## config.mk

```make
export PLATFORM = sky130hd
export DESIGN_NAME = ram_rd_check
export DESIGN_NICKNAME = d
export VERILOG_FILES = /design/src/rtl/ram_chk_pkg.sv /design/src/rtl/ram_rd_pipe.sv /design/src/rtl/ram_rd_check.sv
export SDC_FILE = /design/constraint.sdc
export NUM_CORES = 1
export LEC_CHECK = 0
export ABC_AREA = 1
export CORE_MARGIN = 3
export CORE_UTILIZATION = 40
export CTS_BUF_LIST = sky130_fd_sc_hd__clkbuf_2 sky130_fd_sc_hd__clkbuf_4 sky130_fd_sc_hd__clkbuf_8
export DETAILED_ROUTE_END_ITERATION = 12
export PLACE_DENSITY = 0.66
export SYNTH_ARGS = -nofsm -noshare
export SYNTH_HDL_FRONTEND = slang
export SYNTH_SLANG_ARGS = --single-unit
```

## constraint.sdc

```tcl
create_clock -name i_clk -period 2.8 [get_ports i_clk]
set_input_delay 0.28 -clock i_clk [delete_from_list [all_inputs] [get_ports i_clk]]
set_output_delay 0.28 -clock i_clk [all_outputs]
set_load 0.03 [all_outputs]
```

## src/rtl/ram_chk_pkg.sv

```systemverilog
// Shared definitions for the RAM read-back checker: FSM encoding,
// expected-data pattern and the supported read-latency range.
package ram_chk_pkg;

  typedef enum logic [1:0] {
    ST_IDLE  = 2'd0,
    ST_READ  = 2'd1,
    ST_DRAIN = 2'd2,
    ST_DONE  = 2'd3
  } chk_state_t;

  localparam int RD_LAT_MIN = 1;
  localparam int RD_LAT_MAX = 3;

  // Width used by exp_data; callers cast the result down to DATA_W.
  localparam int EXP_W = 32;

  // The writer stores each word's own address, zero-extended.
  function automatic logic [EXP_W-1:0] exp_data(input logic [EXP_W-1:0] addr);
    return addr;
  endfunction

endpackage

```

## src/rtl/ram_rd_pipe.sv

```systemverilog
// Valid+address delay line that shadows the RAM read latency so each
// returned word can be paired with the address that produced it.
module ram_rd_pipe #(
  parameter int RD_LAT = 1,
  parameter int ADDR_W = 6
) (
  input  logic              i_clk,
  input  logic              i_rst_n,
  input  logic              i_flush,
  input  logic              i_valid,
  input  logic [ADDR_W-1:0] i_addr,
  output logic              o_valid,
  output logic [ADDR_W-1:0] o_addr
);

  genvar gi;
  generate
    for (gi = 0; gi < RD_LAT; gi++) begin : g_stage
      logic              w_valid_in;
      logic [ADDR_W-1:0] w_addr_in;
      logic              r_valid;
      logic [ADDR_W-1:0] r_addr;

      if (gi == 0) begin : g_head
        assign w_valid_in = i_valid;
        assign w_addr_in  = i_addr;
      end else begin : g_tail
        assign w_valid_in = g_stage[gi-1].r_valid;
        assign w_addr_in  = g_stage[gi-1].r_addr;
      end

      // One pipeline stage; a flush drops every in-flight read at once.
      always_ff @(posedge i_clk or negedge i_rst_n) begin
        if (!i_rst_n) begin
          r_valid <= 1'b0;
          r_addr  <= '0;
        end else if (i_flush) begin
          r_valid <= 1'b0;
          r_addr  <= '0;
        end else begin
          r_valid <= w_valid_in;
          r_addr  <= w_addr_in;
        end
      end
    end
  endgenerate

  assign o_valid = g_stage[RD_LAT-1].r_valid;
  assign o_addr  = g_stage[RD_LAT-1].r_addr;

endmodule

```

## src/rtl/ram_rd_check.sv

```systemverilog
// Port-B read-back checker: once the writer signals completion it sweeps
// every address, aligns returned data with its address and reports
// pass/fail, the mismatch count and the first failing address.
module ram_rd_check
  import ram_chk_pkg::*;
#(
  parameter int ADDR_W = 6,
  parameter int DATA_W = 8,
  parameter int DEPTH  = 64,
  parameter int RD_LAT = 1
) (
  input  logic              i_clk,
  input  logic              i_rst_n,
  input  logic              i_rd_flag,
  output logic              o_ram_rd_en,
  output logic [ADDR_W-1:0] o_ram_rd_addr,
  input  logic [DATA_W-1:0] i_ram_rd_data,
  output logic              o_rd_valid,
  output logic [DATA_W-1:0] o_rd_data,
  output logic [ADDR_W-1:0] o_rd_addr,
  output logic              o_chk_done,
  output logic              o_chk_err,
  output logic [ADDR_W:0]   o_err_cnt,
  output logic [ADDR_W-1:0] o_first_err_addr
);

  localparam int                CNT_W     = ADDR_W + 1;
  localparam logic [ADDR_W-1:0] LAST_ADDR = ADDR_W'(DEPTH - 1);

  generate
    if (RD_LAT < RD_LAT_MIN || RD_LAT > RD_LAT_MAX ||
        DATA_W < ADDR_W || DEPTH > (1 << ADDR_W)) begin : g_bad_cfg
      $error("ram_rd_check: unsupported parameter combination");
    end
  endgenerate

  chk_state_t r_state;
  logic [ADDR_W-1:0] r_cnt;
  logic              r_ram_rd_en;
  logic [ADDR_W-1:0] r_ram_rd_addr;
  (* mark_debug = "true" *) logic              r_chk_done;
  (* mark_debug = "true" *) logic              r_chk_err;
  (* mark_debug = "true" *) logic [CNT_W-1:0]  r_err_cnt;
  (* mark_debug = "true" *) logic [ADDR_W-1:0] r_first_err_addr;

  logic              w_pipe_valid;
  logic [ADDR_W-1:0] w_pipe_addr;
  logic [DATA_W-1:0] w_exp;
  logic              w_mismatch;
  logic [CNT_W-1:0]  w_err_cnt_next;
  logic              w_abort;
  logic              w_last_cmp;

  // Dropping rd_flag mid-sweep abandons the pass and flushes in-flight reads.
  assign w_abort = ((r_state == ST_READ) || (r_state == ST_DRAIN)) && !i_rd_flag;

  ram_rd_pipe #(
    .RD_LAT (RD_LAT),
    .ADDR_W (ADDR_W)
  ) u_pipe (
    .i_clk   (i_clk),
    .i_rst_n (i_rst_n),
    .i_flush (w_abort),
    .i_valid (r_ram_rd_en),
    .i_addr  (r_ram_rd_addr),
    .o_valid (w_pipe_valid),
    .o_addr  (w_pipe_addr)
  );

  assign w_exp          = DATA_W'(exp_data(EXP_W'(w_pipe_addr)));
  assign w_mismatch     = w_pipe_valid && (i_ram_rd_data != w_exp);
  assign w_err_cnt_next = r_err_cnt + CNT_W'(w_mismatch);
  assign w_last_cmp     = w_pipe_valid && (w_pipe_addr == LAST_ADDR);

  // Sweep control plus status bookkeeping; entry clears status, abort freezes it.
  always_ff @(posedge i_clk or negedge i_rst_n) begin
    if (!i_rst_n) begin
      r_state          <= ST_IDLE;
      r_cnt            <= '0;
      r_ram_rd_en      <= 1'b0;
      r_ram_rd_addr    <= '0;
      r_chk_done       <= 1'b0;
      r_chk_err        <= 1'b0;
      r_err_cnt        <= '0;
      r_first_err_addr <= '0;
    end else begin
      if (w_mismatch) begin
        r_err_cnt <= w_err_cnt_next;
        if (r_err_cnt == '0) begin
          r_first_err_addr <= w_pipe_addr;
        end
      end
      case (r_state)
        ST_IDLE: begin
          if (i_rd_flag) begin
            r_state          <= ST_READ;
            r_cnt            <= '0;
            r_err_cnt        <= '0;
            r_first_err_addr <= '0;
            r_chk_err        <= 1'b0;
          end
        end
        ST_READ: begin
          if (!i_rd_flag) begin
            r_state     <= ST_IDLE;
            r_ram_rd_en <= 1'b0;
          end else begin
            r_ram_rd_en   <= 1'b1;
            r_ram_rd_addr <= r_cnt;
            r_cnt         <= r_cnt + 1'b1;
            if (r_cnt == LAST_ADDR) begin
              r_state <= ST_DRAIN;
            end
          end
        end
        ST_DRAIN: begin
          r_ram_rd_en <= 1'b0;
          if (!i_rd_flag) begin
            r_state <= ST_IDLE;
          end else if (w_last_cmp) begin
            // Fold in the final compare so chk_err is right on the same edge.
            r_state    <= ST_DONE;
            r_chk_done <= 1'b1;
            r_chk_err  <= (w_err_cnt_next != '0);
          end
        end
        ST_DONE: begin
          if (!i_rd_flag) begin
            r_state    <= ST_IDLE;
            r_chk_done <= 1'b0;
          end
        end
        default: r_state <= ST_IDLE;
      endcase
    end
  end

  assign o_ram_rd_en      = r_ram_rd_en;
  assign o_ram_rd_addr    = r_ram_rd_addr;
  assign o_rd_valid       = w_pipe_valid;
  assign o_rd_addr        = w_pipe_valid ? w_pipe_addr : '0;
  assign o_rd_data        = w_pipe_valid ? i_ram_rd_data : '0;
  assign o_chk_done       = r_chk_done;
  assign o_chk_err        = r_chk_err;
  assign o_err_cnt        = r_err_cnt;
  assign o_first_err_addr = r_first_err_addr;

endmodule

```

After elaboration in Yosys (flattened, before gate mapping) --
Index checks and enable logic that the tools add are counted.
Operators by class: muxes and demuxes 31, reductions and logical operators 17, eq/ne operators 13, add/sub/neg operators 2
Operators with widths (count):
- 6-bit two-way mux | 8
- 7-bit two-way mux | 3
- 6-bit equality test, second input constant | 2
- 2-bit two-way mux | 6
- 6-bit case mux with 2 select lines | 1
- 4-bit AND reduction | 3
- 2-bit inequality test, second input constant | 5
- 1-bit two-way mux | 8
- 8-bit two-way mux | 1
- 8-bit by 6-bit inequality test with 1-bit output | 1
- 2-bit case mux with 4 select lines | 1
- 2-bit nonzero test | 4
- 7-bit by 1-bit adder with 7-bit output | 1
- 7-bit zero test | 1
- 7-bit nonzero test | 1
- 6-bit by 1-bit adder with 6-bit output, second input constant | 1
- 1-bit case mux with 2 select lines | 3
- 2-bit equality test, second input constant | 2
- 1-bit logical AND | 3
- 3-bit by 2-bit inequality test with 1-bit output, second input constant | 1
- 3-bit inequality test, second input constant | 1
- 3-bit AND reduction | 1
- 2-bit by 1-bit equality test with 1-bit output, second input constant | 1
- 2-bit zero test | 1
- 3 further kinds | 3
Storage, ports and cells: register bits after elaboration 37, word-level logic and storage cells 73, output and inout bits 37

Longest topological paths before layout --
depth after elaboration 7, depth in mapped cells 17, depth with buffers taken out 17

By module --
A second synthesis with hierarchy kept.
Unflattened totals: cells, all modules 303, area, all modules 2173.3 um^2
By module, submodules not included:
- ram_rd_check | area each 1945.6 um^2, cells each 282, times used 1
- ram_rd_pipe | area each 227.7 um^2, cells each 21, times used 1

Worst setup path after synthesis --
Ideal clock, no wire load.
path type reg-to-reg, start point register u_pipe.g_stage[0].r_addr[3], in the netlist u_pipe.o_addr[3], end point register r_chk_err, in the netlist o_chk_err, cell stages (with the launch flop) 18, setup time 0.124 ns, clock period less this slack 2.032 ns, arrival time 1.909 ns, setup slack 0.768 ns, path through dfrtp_1 -> inv_2 -> nand2_1 -> nand2_1 -> inv_1 -> nand2_1 -> nor2_2 -> nand2_2 -> nand2_2 -> inv_1 -> ha_1 -> ha_1 -> nand3_1 -> nor2_1 -> xor2_1 -> nand2_1 -> nor2_1 -> a21oi_1
On the way: cells in the longest elaborated chain, start to end 7
RTL lines:
- start, declared | line ram_rd_pipe.sv:22 | logic [ADDR_W-1:0] r_addr;
- start signal, assigned | line ram_rd_pipe.sv:42 | r_addr <= w_addr_in;
- 8-bit by 6-bit inequality test with 1-bit output | line ram_rd_check.sv:71 | assign w_mismatch = w_pipe_valid && (i_ram_rd_data != w_exp);
- 1-bit logical AND | line ram_rd_check.sv:71
- 7-bit by 1-bit adder with 7-bit output | line ram_rd_check.sv:72 | assign w_err_cnt_next = r_err_cnt + CNT_W'(w_mismatch);
- 7-bit nonzero test | line ram_rd_check.sv:124 | r_chk_err <= (w_err_cnt_next != '0);
- 1-bit two-way mux | line ram_rd_check.sv:120 | end else if (w_last_cmp) begin
- 1-bit two-way mux | line ram_rd_check.sv:118 | if (!i_rd_flag) begin
- 1-bit case mux with 2 select lines | line ram_rd_check.sv:93 | case (r_state)
- end signal, assigned | line ram_rd_check.sv:124
- end, declared | line ram_rd_check.sv:42 | (* mark_debug = "true" *) logic r_chk_err;
Parallel ways exist; a longest one is shown, timed or not. The select of a mux whose other input is x is not followed. A chain may end at the register's enable or synchronous reset.

Worst setup path in the final report --
start point input i_ram_rd_data[5], end point register r_chk_err, in the netlist o_chk_err
On the way: cells in the longest elaborated chain, start to end 7
RTL lines:
- start, declared | line ram_rd_check.sv:17 | input logic [DATA_W-1:0] i_ram_rd_data,
- 8-bit by 6-bit inequality test with 1-bit output | line ram_rd_check.sv:71
- 1-bit logical AND | line ram_rd_check.sv:71
- 7-bit by 1-bit adder with 7-bit output | line ram_rd_check.sv:72
- 7-bit nonzero test | line ram_rd_check.sv:124
- 1-bit two-way mux | line ram_rd_check.sv:120
- 1-bit two-way mux | line ram_rd_check.sv:118
- 1-bit case mux with 2 select lines | line ram_rd_check.sv:93
No other way between the ends. The select of a mux whose other input is x is not followed.

==> run metrics <==
status=complete, no violations; Top Usage Layer GRT=met2; LEAKAGE=1.49 nW; Final Net Count=371; via count=1882; register area share after synthesis=0.426; synthesized area per cell=7.18 um^2; DR vias/cell=4.44; crit path kind=in -> reg; Post-DRT Antenna Nets=0; Filler cells=469; Clk pwr share=0.166; final setup fails=0; Hold Fails Final Rpt=0; maximum clock frequency=0.436 GHz; Cells after Synth=303; vias in the first global route=1829; WL final=4.64 mm; Slew Viols, Final=0; Setup TNS=0 ps; arrival time at the worst endpoint=2460 ps; FF/Latch Area=926 um^2; Tmin final=2290 ps; Slew Limit Headroom=0.692; final critical-path share of the clock period=0.819; CTS clk-pin slew, worst paths=80 ps; Post-Syn Nets=321; Worst-Skew Late Latency=290 ps; top post-synthesis cells by area=dfrtp_1 (43%), nand2_1 (14%), inv_1 (11%); final RePlAce weighted congestion=0.827; Synth async-reset ratio=1.00; CTS tree=yes; number of port buffers=47; Routed wire per std cell=11.0 um; unrepaired setup endpoints after global routing=no; sinks on the clock net=37; Synthesis Warnings=0; RR Startpoint=u_pipe.o_addr[5]; Die ar.=0.00636 mm^2; DRC=0; M3 GR Usage=0.0361; met1 Usage GRT=0.195; detailed placement HPWL=3.49 mm; n_diodes=0; worst min path class=in -> async; Setup crit end kind=flop; # rows=26; Unique masters post-synth=26; starting density of the core=0.420; reg2reg path depth=13; Core Box Area=0.00517 mm^2; combinational share of power=0.530; post-synth top area cell=dfrtp_1; CP Data Required Time=2970 ps; gr usage total=0.159; # Post-CTS Setup Buffers=0; Yosys reg bits=37; Crit Path Max Fanout=5; area occupied by multi-input gates=936 um^2; first drt pass iteration count=4; I/O pin count=48; synth-to-layout area growth=29.7%; P per Cell Area=1030 mW/mm^2; Post-Syn Area=0.00217 mm^2; top_reg_cell synth=dfrtp_1; total CTS buffers=5; fraction of power consumed by sequential logic=0.303; Die Ht=79.7 um; VDD IR max=0.000428 V; EDFF count, synth=0; top cell type's share of synthesized area=0.426; layout cell share with drive strength beyond 1=0.0791; Tightest Pin Transition=460 ps; initial drt markers=94; Max-Cap Viols=0; largest net degree at the start of global routing=38; switching power=1.32 mW; routing usage on met2=0.277; Final Skew=4.07 ps; H-tree depth=2; Root Buffer=clkbuf_8; Post-CTS Hold Buffers=0; Worst Setup Start Kind=primary input; post-cts resize count=0; R2R setup slack=540 ps; Die X=79.7 um; Sw Share=0.456; global-route wire length before repair=8.09 mm; Placed Instances=416; Longest Clk Path Bufs=2; Pint=1.58 mW; fin cells=424; Reg-to-Reg End=o_chk_err; initial antenna violation count=0; total gr overflow=0
==> power by group through the flow <==
stage               clock network, mW  logic (mW)  registers [mW]
floorplan                           0       0.823            1.10
global placement                    0        1.54           0.886
detailed placement                  0        1.54           0.891
CTS                             0.497        1.55           0.879
global route                    0.526        1.72           0.909
finish                          0.483        1.54           0.880
==> critical path: stages <==
cell	delay (ps)
clkdlybuf4s50_1	500
xor2_1	220
nor2_2	70
nand2_2	70
nand2_2	70
inv_1	150
ha_1	200
ha_1	180
nand3_1	120
nor2_1	150
xor2_1	220
nand2_1	80
nor2_1	110
a21oi_1	50
==> state kept, by name (all words and copies together) (netlist names) <==
| name | flops |
|---|---|
| o_chk_err | 1 |
| o_ram_rd_addr | 6 |
| r_state | 2 |
| u_pipe.o_addr | 6 |
| o_first_err_addr | 6 |
| o_chk_done | 1 |
| o_ram_rd_en | 1 |
| r_cnt | 6 |
| o_err_cnt | 7 |
| u_pipe.o_valid | 1 |
==> cells in the mapped netlist, drive strengths merged (3+ instances only) <==
| library cell | count |
|---|---|
| nand2 | 81 |
| inv | 69 |
| buf | 5 |
| a21oi | 3 |
| nor2 | 44 |
| o22ai | 3 |
| nor3 | 7 |
| dfrtp | 37 |
| nand3 | 19 |
| xor2 | 5 |
| o21ai | 15 |
| ha | 7 |
==> worst max path at each step <==
| stage | start | end | slack [ps] | cells after the start |
|---|---|---|---|---|
| after detailed placement | i_ram_rd_data[1] | o_chk_err | 190 | 17 |
| after CTS | i_ram_rd_data[0] | o_chk_err | 490 | 17 |
| after floorplan | u_pipe.o_addr[3] | o_chk_err | 770 | 17 |
| final | i_ram_rd_data[5] | o_chk_err | 510 | 14 |
| after global placement | i_ram_rd_data[1] | o_chk_err | 280 | 17 |
| after global routing | i_ram_rd_data[1] | o_chk_err | 230 | 17 |
==> placed cells by master (no fill, tap or decap), drive strengths merged <==
master / instances
clkdlybuf4s50: 47
xnor2: 1
nand3: 19
nor3: 7
nor2: 44
ha: 7
or2: 1
clkbuf: 6
clkinvlp: 1
xor2: 5
o21ai: 15
buf: 3
a21oi: 3
dfrtp: 37
o22ai: 3
nand4: 1
inv: 69
bufinv: 1
nand3b: 2
nand2: 81
and3: 1
==> kinds of logic (layout without fill, tap and decap cells) <==
kind of cell | Yosys count | in the layout | share of synthesized area
AOI/OAI and AO/OA | 21 | 21 | 0.0501
xor gates and xnor gates | 6 | 6 | 0.0242
adders and majority gates | 7 | 7 | 0.0403
buffers and inverters | 76 | 127 | 0.144
DFF | 37 | 37 | 0.426
and+or+nand+nor | 156 | 156 | 0.316
==> routing by layer <==
| metal | vias to the layer above | routed length (um) |
|---|---|---|
| li1 | 1003 | - |
| met1 | 844 | 2110 |
| met2 | 30 | 2320 |
| met3 | 5 | 147 |
| met4 | 0 | 63 |
| met5 | - | 0 |
==> metrics by stage <==
step	util	power [mW]	hold WS, ps	instance area (um^2)	setup slack (ps)
floorplan	-	1.92	-15.6	2170	768
global placement	0.522	2.42	483	2700	278
detailed placement	0.522	2.43	483	2700	190
CTS	0.545	2.93	442	2820	487
global route	0.545	3.16	467	2820	227
finish	0.545	2.90	426	2820	506
==> area by class of cell <==
| type | instances | share of cell area |
|---|---|---|
| clock inverters | 2 | 0.0133 |
| inverters | 69 | 0.0918 |
| repair buffers | 50 | 0.175 |
| clock buffers | 6 | 0.0293 |
| flip-flops and latches | 37 | 0.328 |
| well taps | 70 | 0.0310 |
| multi-input cells | 190 | 0.332 |
Power figures use the tool's default switching activity.
